<file path="config.mk">
export PLATFORM = sky130hd
export DESIGN_NAME = tbuf_drain
export DESIGN_NICKNAME = d
export VERILOG_FILES = /design/src/rtl/tbuf_drain.sv
export SDC_FILE = /design/constraint.sdc
export NUM_CORES = 1
export LEC_CHECK = 0
export BUFFER_PORTS_ARGS = -buffer_cell sky130_fd_sc_hd__buf_2
export CAP_MARGIN = 30
export CORE_MARGIN = 2
export CORE_UTILIZATION = 40
export CTS_BUF_LIST = sky130_fd_sc_hd__clkbuf_4 sky130_fd_sc_hd__clkbuf_8
export DETAILED_ROUTE_END_ITERATION = 8
export RECOVER_POWER = 100
export SYNTH_ARGS = -nofsm -noshare
export SYNTH_HDL_FRONTEND = slang
export SYNTH_SLANG_ARGS = --single-unit
export TNS_END_PERCENT = 20
</file>
<file path="constraint.sdc">
create_clock -name i_clk -period 4.3 [get_ports i_clk]
set_input_delay 0.86 -clock i_clk [delete_from_list [all_inputs] [get_ports i_clk]]
set_output_delay 0.86 -clock i_clk [all_outputs]
set_load 0.01 [all_outputs]
</file>
<file path="src/rtl/tbuf_drain.sv">
// tbuf_drain
//   Drain side of the per-thread tbuf address tracker. Store addresses are
//   queued per thread (two independent in-order queues). One address at a time
//   is issued to the downstream write port over a valid/ready handshake. When
//   both threads have work, the output arbiter alternates between them.
//   An exception flushes every pending address of the excepting thread.
//
// Ports
//   i_clk            clock, all state updates on posedge
//   i_rst            synchronous reset, active-low
//   i_except         exception flush request
//   i_except_thread  thread to flush
//   i_in_addr        address to enqueue
//   i_in_thread      thread of i_in_addr
//   i_in_en          enqueue strobe
//   o_free[t]        queue t has at least one free slot
//   o_out_valid      output register holds an address
//   o_out_addr       address being issued
//   o_out_thread     thread of o_out_addr
//   i_out_ready      downstream accepts the output this cycle
//   o_ovf            sticky flag: an enqueue hit a full queue

module tbuf_drain #(
  parameter int WIDTH = 11,
  parameter int DEPTH = 4
) (
  input  logic             i_clk,
  input  logic             i_rst,
  input  logic             i_except,
  input  logic             i_except_thread,
  input  logic [WIDTH-1:0] i_in_addr,
  input  logic             i_in_thread,
  input  logic             i_in_en,
  output logic [1:0]       o_free,
  output logic             o_out_valid,
  output logic [WIDTH-1:0] o_out_addr,
  output logic             o_out_thread,
  input  logic             i_out_ready,
  output logic             o_ovf
);

  localparam int PW = $clog2(DEPTH);
  localparam int CW = $clog2(DEPTH + 1);

  logic [WIDTH-1:0] r_mem   [2][DEPTH];
  logic [PW-1:0]    r_rdPtr [2];
  logic [PW-1:0]    r_wrPtr [2];
  logic [CW-1:0]    r_count [2];
  logic             r_rr;
  logic             r_outValid;
  logic [WIDTH-1:0] r_outAddr;
  logic             r_outThread;
  logic             r_ovf;

  logic [1:0]       w_flush;
  logic [1:0]       w_avail;
  logic [1:0]       w_enq;
  logic [1:0]       w_deq;
  logic             w_loadSlot;
  logic             w_pick;
  logic [WIDTH-1:0] w_head;
  logic             w_inFull;
  logic             w_inFlushed;
  logic             w_ovfSet;

  // A flushed thread is treated as empty for this cycle's load, and its
  // same-cycle enqueue is discarded without raising ovf. The full check uses
  // the start-of-cycle count, so a slot freed by this cycle's load is not
  // reusable until the next cycle.
  always_comb begin
    w_flush     = 2'b00;
    w_flush[0]  = i_except & ~i_except_thread;
    w_flush[1]  = i_except & i_except_thread;
    w_avail[0]  = (r_count[0] != '0) && !w_flush[0];
    w_avail[1]  = (r_count[1] != '0) && !w_flush[1];
    w_loadSlot  = !r_outValid || i_out_ready;
    // Both threads waiting: grant the one not granted last time.
    w_pick      = (w_avail == 2'b11) ? ~r_rr : w_avail[1];
    w_head      = r_mem[w_pick][r_rdPtr[w_pick]];
    w_deq[0]    = w_loadSlot && w_avail[0] && !w_pick;
    w_deq[1]    = w_loadSlot && w_avail[1] && w_pick;
    w_inFull    = (r_count[i_in_thread] == CW'(DEPTH));
    w_inFlushed = w_flush[i_in_thread];
    w_enq[0]    = i_in_en && !i_in_thread && !w_inFlushed && !w_inFull;
    w_enq[1]    = i_in_en && i_in_thread && !w_inFlushed && !w_inFull;
    w_ovfSet    = i_in_en && !w_inFlushed && w_inFull;
  end

  // Pointer and occupancy bookkeeping per thread; a flush wins over any
  // same-cycle enqueue or dequeue of that thread.
  always_ff @(posedge i_clk) begin
    if (!i_rst) begin
      for (int t = 0; t < 2; t++) begin
        r_rdPtr[t] <= '0;
        r_wrPtr[t] <= '0;
        r_count[t] <= '0;
      end
    end else begin
      for (int t = 0; t < 2; t++) begin
        if (w_flush[t]) begin
          r_rdPtr[t] <= '0;
          r_wrPtr[t] <= '0;
          r_count[t] <= '0;
        end else begin
          if (w_enq[t]) r_wrPtr[t] <= r_wrPtr[t] + PW'(1);
          if (w_deq[t]) r_rdPtr[t] <= r_rdPtr[t] + PW'(1);
          r_count[t] <= r_count[t] + CW'(w_enq[t]) - CW'(w_deq[t]);
        end
      end
    end
  end

  // Queue storage needs no reset: the pointers define which entries are live.
  always_ff @(posedge i_clk) begin
    for (int t = 0; t < 2; t++) begin
      if (w_enq[t]) r_mem[t][r_wrPtr[t]] <= i_in_addr;
    end
  end

  // Output register. It reloads whenever it is empty or being accepted.
  // Otherwise it holds, unless its entry belongs to the thread being
  // flushed, in which case the entry is dropped without a handshake.
  always_ff @(posedge i_clk) begin
    if (!i_rst) begin
      r_outValid  <= 1'b0;
      r_outAddr   <= '0;
      r_outThread <= 1'b0;
      r_rr        <= 1'b0;
      r_ovf       <= 1'b0;
    end else begin
      if (w_ovfSet) r_ovf <= 1'b1;
      if (w_loadSlot) begin
        if (w_avail != 2'b00) begin
          r_outValid  <= 1'b1;
          r_outAddr   <= w_head;
          r_outThread <= w_pick;
          r_rr        <= w_pick;
        end else begin
          r_outValid  <= 1'b0;
        end
      end else if (w_flush[r_outThread]) begin
        r_outValid <= 1'b0;
      end
    end
  end

  assign o_free[0]    = (r_count[0] != CW'(DEPTH));
  assign o_free[1]    = (r_count[1] != CW'(DEPTH));
  assign o_out_valid  = r_outValid;
  assign o_out_addr   = r_outAddr;
  assign o_out_thread = r_outThread;
  assign o_ovf        = r_ovf;

endmodule
</file>
# Word level (Yosys, flattened, before mapping)

Memory sizes are Yosys's and may differ from the RTL's.
Index checks and enable logic that the tools add are counted.

Bits in read-only memories: 0
Bits in registers: 14
Memory bits (writable): 102
Latch bits: 0
Memories kept: 4
Word-level logic and storage cells: 137

Memories:

| memory  | depth | bits a word | rd ports | clocked after memory_dff | write ports | line | source |
|---|---|---|---|---|---|---|---|
| r_mem   | 2     | 44          | 1        | 0                        | 1           | 45   | `logic [WIDTH-1:0] r_mem [2][DEPTH];` |
| r_count | 2     | 3           | 3        | 0                        | 2           | 48   | `logic [CW-1:0] r_count [2];` |
| r_rdPtr | 2     | 2           | 3        | 0                        | 2           | 46   | `logic [PW-1:0] r_rdPtr [2];` |
| r_wrPtr | 2     | 2           | 2        | 0                        | 2           | 47   | `logic [PW-1:0] r_wrPtr [2];` |

Divide/modulo/power cells: 0
Shifts and indexed selects: 0
$add $sub $neg: 8
Reductions and logical operators: 30
Equal/unequal tests: 4
Order comparisons: 7
Bitwise gates (word level): 19
Muxes and demuxes: 61
Multiply operators: 0

Operators by type and width:

| cell                                                | number |
|---|---|
| 2-to-1 mux 44 bit                                   | 4 |
| demux 11 bit (select 2 bit)                         | 2 |
| 2-to-1 mux 11 bit                                   | 4 |
| OR reduction 44 bit                                 | 1 |
| 2-to-1 mux 1 bit                                    | 38 |
| binary-select mux 11 bit (select 2 bit)             | 1 |
| logical AND 1 bit                                   | 16 |
| 2-to-1 mux 2 bit                                    | 8 |
| 2-to-1 mux 3 bit                                    | 4 |
| bitwise OR 1 bit                                    | 12 |
| >= comparator 3 bit (second input constant)         | 3 |
| NOT 2 -> 3 bit                                      | 3 |
| adder 2 x 1 -> 2 bit (second input constant)        | 4 |
| zero test 1 bit                                     | 7 |
| adder 3 x 1 -> 3 bit                                | 2 |
| < comparator 3 x 1 -> 1 bit (second input constant) | 2 |
| != test 3 bit (second input constant)               | 2 |
| nonzero test 3 bit                                  | 2 |
| subtractor 3 x 1 -> 3 bit                           | 2 |
| < comparator 1 x 2 -> 1 bit (second input constant) | 2 |
| nonzero test 2 bit                                  | 2 |
| equality test 3 bit (second input constant)         | 1 |
| AND 1 bit                                           | 2 |
| equality test 2 bit (second input constant)         | 1 |
| 3 further kinds                                     | 4 |

# Longest topological paths before layout

Gate-level depths: netlist (run 1).

Word-level depth: 13
Gate-level depth with buffers: 12
Mapped depth without buffers: 11

# Worst setup path after synthesis (run 1)

OpenSTA, ideal clock, no wires.

Path kind: input to register
Start point: in i_except_thread
End point: mem r_count[0][2] (netlist bit), data pin
Stages: 11
Arrival time: 2.889 ns
Path buffers: 0
Path slack: 1.152 ns
Cell sequence: and2_1 -> or2_2 -> o21ai_0 -> inv_1 -> ha_1 -> inv_1 -> ha_1 -> fa_1 -> xnor2_1 -> xnor2_1 -> nor3_1

RTL lines:

| item        | line | source |
|---|---|---|
| from (decl) | 30   | `input logic i_except_thread,` |
| to (decl)   | 48   |  |

==> results of run 1 <==
-- how the worst min path moves through the flow --
stage                 end  slack (ns)  depth (start not counted)
floorplan           o_ovf        0.51                          1
global placement    o_ovf        0.44                          1
detailed placement  o_ovf        0.45                          1
CTS                 o_ovf        0.47                          1
global route        o_ovf        0.50                          1
finish              o_ovf        0.47                          1
-- through the flow --
step	hold slack [ns]	area (um^2)	utilization, %	total power (W)	worst slack [ns]
6_report	0.468	5540	46.5	0.00282	1.20
5_1_grt	0.499	5540	46.5	0.00293	1.12
4_1_cts	0.469	5600	47.0	0.00286	1.23
3_5_place_dp	0.453	5140	43.2	0.00172	0.802
3_3_place_gp	0.444	5140	43.2	0.00171	0.886
2_1_floorplan	0.509	4840	-	0.00160	1.15
-- synthesized netlist by cell type (all sizes together) (4+ instances only) --
cell type,instances
buf,4
a211oi,11
ha,12
inv,13
a21oi,12
xnor2,6
nor3,4
edfxtp,102
and3,8
mux4,22
and2,11
nor2,5
dfxtp,14
mux2i,11
clkbuf,9
-- final cells by class --
type / count / share of cell area, %
sequential: 116 / 60.3
multi-input combinational: 138 / 24.7
clock inverter: 10 / 3.25
tap: 147 / 3.32
inverter: 13 / 0.881
clock buffer: 22 / 5.01
timing repair buffer: 35 / 2.55
-- sequential cells by signal, indices dropped and copies added (netlist names) --
name and cells:
o_out_thread 1, r_wrPtr 4, o_ovf 1, r_count 6
o_out_valid 1, r_rdPtr 4, r_mem 88, o_out_addr 11
-- kinds of logic after synthesis --
group | Yosys count | share of synthesized area (%)
AND/OR/NAND/NOR | 48 | 6.02
XOR/XNOR | 7 | 1.27
multiplexers | 33 | 12.6
buffers and inverters | 26 | 2.34
adder cells (fa/ha/maj) | 14 | 3.94
flip-flops | 116 | 69.3
AO/OA/AOI/OAI | 30 | 4.44
other | 1 | 0.0778
-- power groups by stage --
stage / logic, W / registers [W] / clock network (W)
after floorplan: 0.000251 / 0.00135 / 0
after global placement: 0.000324 / 0.00138 / 0
after detailed placement: 0.000329 / 0.00139 / 0
after CTS: 0.000329 / 0.00136 / 0.00116
after global routing: 0.000345 / 0.00137 / 0.00122
final: 0.000312 / 0.00136 / 0.00114
-- routing by layer --
metal	wire length, um	vias to the layer above	track usage (%)
li1	-	1157	-
met5	0	-	0
met4	165	0	5.45
met2	4480	67	24.6
met3	545	13	5.15
met1	4160	1273	20.3
==> impl_metrics.json, run 1 <==
{
  "synth_enable_flop_cells": 102,
  "max_clock_freq_ghz": 0.323,
  "critical_path.endpoint": "r_count[0][2]",
  "grt_use_total_pct": 15.5,
  "gp_congestion": 0.751,
  "netlist_instances": 275,
  "antenna_cells": 0,
  "cts_max_path_buffers": 2,
  "hp-class": "reg2reg",
  "num-nets-final": 353,
  "final_common_cell": "edfxtp_1",
  "grt_pass1_wl_mm": 14.3,
  "hold_viol_final": 0,
  "die_area_um2": 12900,
  "power.density_cell_area_nw_per_um2": 509,
  "p_leak_nw": 1.92,
  "die_h_um": 114,
  "slowest_delay_ns": 0.38,
  "ir_drop_mv": 0.315,
  "worstPathRequired_ns": 4.44,
  "fin_cells": 481,
  "postCtsSetupBuffers": 0,
  "start_kind": "input port",
  "clkSinkCount": 116,
  "finalSetupViolCount": 0,
  "drv_slew": 0,
  "cts_tree": "built",
  "root_buffer": "clkbuf_8",
  "drt_iter0_drc": 233,
  "avgViaCountPerCell": 5.22,
  "power.share.combinational_pct": 11.1,
  "synth.distinct_cells": 38,
  "fill_cells": 1057,
  "critical_path_class": "in2reg",
  "yosysSeqAreaShare_pct": 69.3,
  "yosysTopAreaCell": "edfxtp_1",
  "slew_headroom_pct": 28.1,
  "wl_mm": 9.35,
  "ctsHtreeMaxLevel": 4,
  "multi_input_comb_area_um2": 1370,
  "cts_hold_buffers": 0,
  "grt_pass1_vias": 2512,
  "avgSynthCellArea_um2": 17.5,
  "cts_resized": 0,
  "overflow": 0,
  "critPathLaunch": "i_except_thread",
  "drc_errors": 0,
  "cts_buffers": 17,
  "p_int_w": 0.00217,
  "drive_above_1_share_pct": 19.8,
  "num_vias": 2510,
  "crit_cells": 12,
  "clkPwrFrac_pct": 40.6,
  "ys.flop_type": "edfxtp_1",
  "synth_async_sr_flop_share_pct": 0,
  "netlist.area_leader.share_pct": 63.5,
  "rr_endpoint": "r_count[1][2]",
  "period_minus_slack_ns": 3.10,
  "p_switching_w": 0.000644,
  "cp_slowest_cell": "o21ai_0",
  "ant_nets": 0,
  "pin_count": 34,
  "io_buffers": 33,
  "maxCapViolations": 0,
  "start_util_pct": 40.5,
  "fin_worst_skew_ns": 0.00905,
  "finalSetupTns_ns": 0,
  "area_delta_synth_final_pct": 14.9,
  "synth_area_leaders": "edfxtp_1, mux4_2, dfxtp_1",
  "regArea_um2": 3340,
  "dpl.cell_count": 449,
  "worst_ep_arrival_time_ns": 3.24,
  "worstHoldStart": "o_ovf",
  "critPathTopFamily": "adder cells",
  "dp_hpwl_mm": 5.77,
  "critPathCaptureType": "flip-flop",
  "switching_share_pct": 22.9,
  "die_w_um": 114,
  "r2r_cells": 11,
  "crit_chain": "clkbuf_1 -> and2_0 -> or2_2 -> o21ai_0 -> inv_1 -> ha_1 -> inv_1 -> ha_1 -> fa_1 -> xnor2_1 -> xnor2_1 -> nor3_1",
  "rows": 40,
  "path_clk_slew_ns": 0.06,
  "ys_warn_count": 0,
  "outcome": "finished clean",
  "antenna_found_initial": 0,
  "clkLatencyLatePin_ns": 0.41,
  "netlist_area_um2": 4820,
  "rsz0062_at_grt": "no",
  "seqPwrFrac_pct": 48.3,
  "period_share_pct": 72.0,
  "final_cell_mix": "edfxtp_1, clkbuf_1, mux4_2, clkbuf_8, dfxtp_1",
  "reg2reg_slack_ns": 1.35,
  "r2r-start": "r_count[0][1]",
  "synth-seq-cells": 116,
  "cp_max_fo": 5,
  "firstDrtPassIters": 4,
  "detail_route.wl_per_cell_um": 19.4,
  "tightest_slew_ns": 1.08,
  "cp.buffers_inverters": 3,
  "core_um2": 11900,
  "grt_max_degree": 17
}
Power figures use the tool's default switching activity.
==> run 2: changes to the inputs <==
ABC_AREA = 1   (was unset)
clock period = 3.2 ns   (was 4.3 ns; I/O delays follow)
==> run 2 against run 1 <==
Net effect: hold slack improved by 0.017 ns; combinational power increased by 120%; largest power group unchanged; cell count increased by 64%; critical path type is now reg2reg; largest cell class unchanged.
==> impl_metrics.json, run 2 <==
{
  "outcome": "finished clean",
  "ir_drop_mv": 0.273,
  "hold_depth": 2,
  "num_vias": 3661,
  "avgViaCountPerCell": 4.64,
  "drt_iter0_drc": 312,
  "cp_max_fo": 11,
  "slowest_delay_ns": 0.66,
  "placed_area_um2": 5710,
  "worstHoldStart": "o_ovf",
  "drv_slew": 0,
  "finalSetupTns_ns": 0,
  "postCtsSetupBuffers": 0,
  "synth_top_family_by_area": "simple AND/OR/NAND/NOR gates",
  "synth-seq-cells": 116,
  "use_met1_pct": 22.3,
  "critPathCaptureType": "flip-flop",
  "synth_async_sr_flop_share_pct": 0,
  "crit_chain": "inv_1 -> or2_0 -> nor2_1 -> nand2_1 -> o21ai_0 -> nor3_1 -> inv_1 -> nor2_1 -> clkbuf_1",
  "fin_hold_ws_ns": 0.485,
  "critical_path_class": "reg2reg",
  "maxCapViolations": 0,
  "core_um2": 13200,
  "rsz0062_at_grt": "no",
  "netlist.area_leader.share_pct": 57.0,
  "wl_mm": 11.2,
  "netlist_instances": 554,
  "overflow": 0,
  "fin_worst_skew_ns": 0.00869,
  "ant_nets": 0,
  "drc_errors": 0,
  "grt_pass1_vias": 3661,
  "ys.flop_type": "edfxtp_1",
  "grt.busiest_layer": "met2",
  "start_util_pct": 40.7,
  "finalSetupViolCount": 0,
  "io_buffers": 33,
  "root_buffer": "clkbuf_8",
  "yosysTopAreaCell": "edfxtp_1",
  "final_cell_mix": "nand2_1, edfxtp_1, inv_1, nand3_1, clkbuf_1",
  "cp_slowest_cell": "clkbuf_1",
  "cts_max_path_buffers": 2,
  "num-nets-final": 632,
  "synth_simple_gate_area_share_pct": 23.6,
  "firstDrtPassIters": 4,
  "path_clk_slew_ns": 0.06,
  "cts_tree": "built",
  "grt_use_total_pct": 17.2,
  "detail_route.wl_per_cell_um": 14.2,
  "synth_xor_area_share_pct": 0.326,
  "met3_usage_pct": 4.37,
  "worstPathRequired_ns": 3.24,
  "yosysSeqAreaShare_pct": 62.3,
  "gp_congestion": 0.771,
  "ys_warn_count": 0,
  "final_common_cell": "nand2_1",
  "cp.buffers_inverters": 3,
  "r2r-start": "r_count[1][2]",
  "hold_path_end": "o_ovf",
  "tightest_slew_ns": 0.866,
  "antenna_found_initial": 0,
  "period_minus_slack_ns": 2.55,
  "avgSynthCellArea_um2": 9.69,
  "cts_hold_buffers": 0,
  "fin_cells": 789,
  "slew_headroom_pct": 42.3,
  "dpl.cell_count": 757,
  "yosys.area_share.adder_pct": 3.54,
  "antenna_cells": 0,
  "worst_ep_arrival_time_ns": 2.59,
  "fin_area_um2": 6010,
  "synth_area_leaders": "edfxtp_1, nand2_1, nand3_1",
  "drive_above_1_share_pct": 8.81,
  "grt_pass1_wl_mm": 18.5,
  "reg2reg_slack_ns": 0.65,
  "area_delta_synth_final_pct": 11.9,
  "clkSinkCount": 116,
  "grt_max_degree": 49,
  "dp_hpwl_mm": 6.62,
  "synth_most_common_cell": "nand2_1",
  "synthTopCellsByCount": "nand2_1, edfxtp_1, inv_1, nand3_1, nor2_1",
  "clkLatencyLatePin_ns": 0.42,
  "synth.distinct_cells": 28,
  "cts_buffers": 17,
  "critPathTopFamily": "buffers and inverters",
  "die_w_um": 120,
  "rr_endpoint": "r_mem[0][18]",
  "pin_count": 34,
  "hold_viol_final": 0,
  "ctsHtreeMaxLevel": 4,
  "setup_slack_ns": 0.653,
  "power.density_cell_area_nw_per_um2": 622,
  "cts_resized": 0,
  "rows": 42,
  "p_leak_nw": 2.67,
  "start_kind": "flip-flop",
  "largest_register_ffs": 88,
  "synth-compound-area-share_pct": 2.42,
  "hp-class": "reg2reg",
  "synth.area.mux_share_pct": 0,
  "netlist_area_um2": 5370,
  "met2_usage_pct": 27.5,
  "max_clock_freq_ghz": 0.393,
  "place_ws_ns": 0.463,
  "die_area_um2": 14400,
  "die_h_um": 120,
  "period_share_pct": 79.6,
  "synth_enable_flop_cells": 102,
  "r2r_cells": 9
}
-- run 2: worst max-delay path by stage --
| stage | end | from | cells after the start | slack (ns) |
|---|---|---|---|---|
| 2_1_floorplan | r_count[0][2] | i_except_thread | 15 | 0.40 |
| 3_3_place_gp | r_count[0][2] | i_except | 14 | 0.54 |
| 4_1_cts | r_count[0][2] | r_count[1][1] | 10 | 0.70 |
| 5_1_grt | r_mem[0][18] | r_count[1][2] | 9 | 0.37 |
| 3_5_place_dp | r_count[0][2] | i_except | 14 | 0.46 |
| 6_report | r_mem[0][18] | r_count[1][2] | 9 | 0.65 |
-- run 2: per-layer routing --
layer | vias up | routed length, um
li1 | 1868 | -
met1 | 1685 | 5070
met2 | 100 | 5400
met3 | 8 | 662
met4 | 0 | 98
met5 | - | 0
-- run 2: layout make-up --
cell class                 instances  area (um^2)
tap                              176          220
timing repair buffer              46          214
clock inverter                     6         57.6
clock buffer                      26          320
multi-input combinational        352         1600
inverter                          67          251
fill                            1278         7180
sequential                       116         3340
-- run 2: kinds of logic (layout without fill, tap and decap cells) --
logic type / after synthesis / in the layout
XOR/XNOR: 2 / 2
AO/OA/AOI/OAI: 23 / 23
AND/OR/NAND/NOR: 307 / 307
adder cells (fa/ha/maj): 14 / 14
flip-flops: 116 / 116
other: 1 / 6
buffers and inverters: 91 / 145
-- run 2: power breakdown --
group          internal [W]  leakage [nW]  switching, W
combinational      0.000208          1.40      0.000483
clock              0.000722         0.201      0.000550
sequential          0.00173          1.06     0.0000387
-- run 2: per-stage QoR --
stage / power, W / util [%]
after floorplan: 0.00234 / -
after global placement: 0.00250 / 43.3
after detailed placement: 0.00251 / 43.3
after CTS: 0.00379 / 46.1
after global routing: 0.00395 / 45.5
final: 0.00373 / 45.5
-- run 2: worst reg2reg max path, cell delays in order, from the launching register on --
cell	delay (ns)
edfxtp_1	0.37
inv_1	0.10
or2_0	0.14
nor2_1	0.06
nand2_1	0.05
o21ai_0	0.13
nor3_1	0.37
inv_1	0.17
nor2_1	0.11
clkbuf_1	0.66
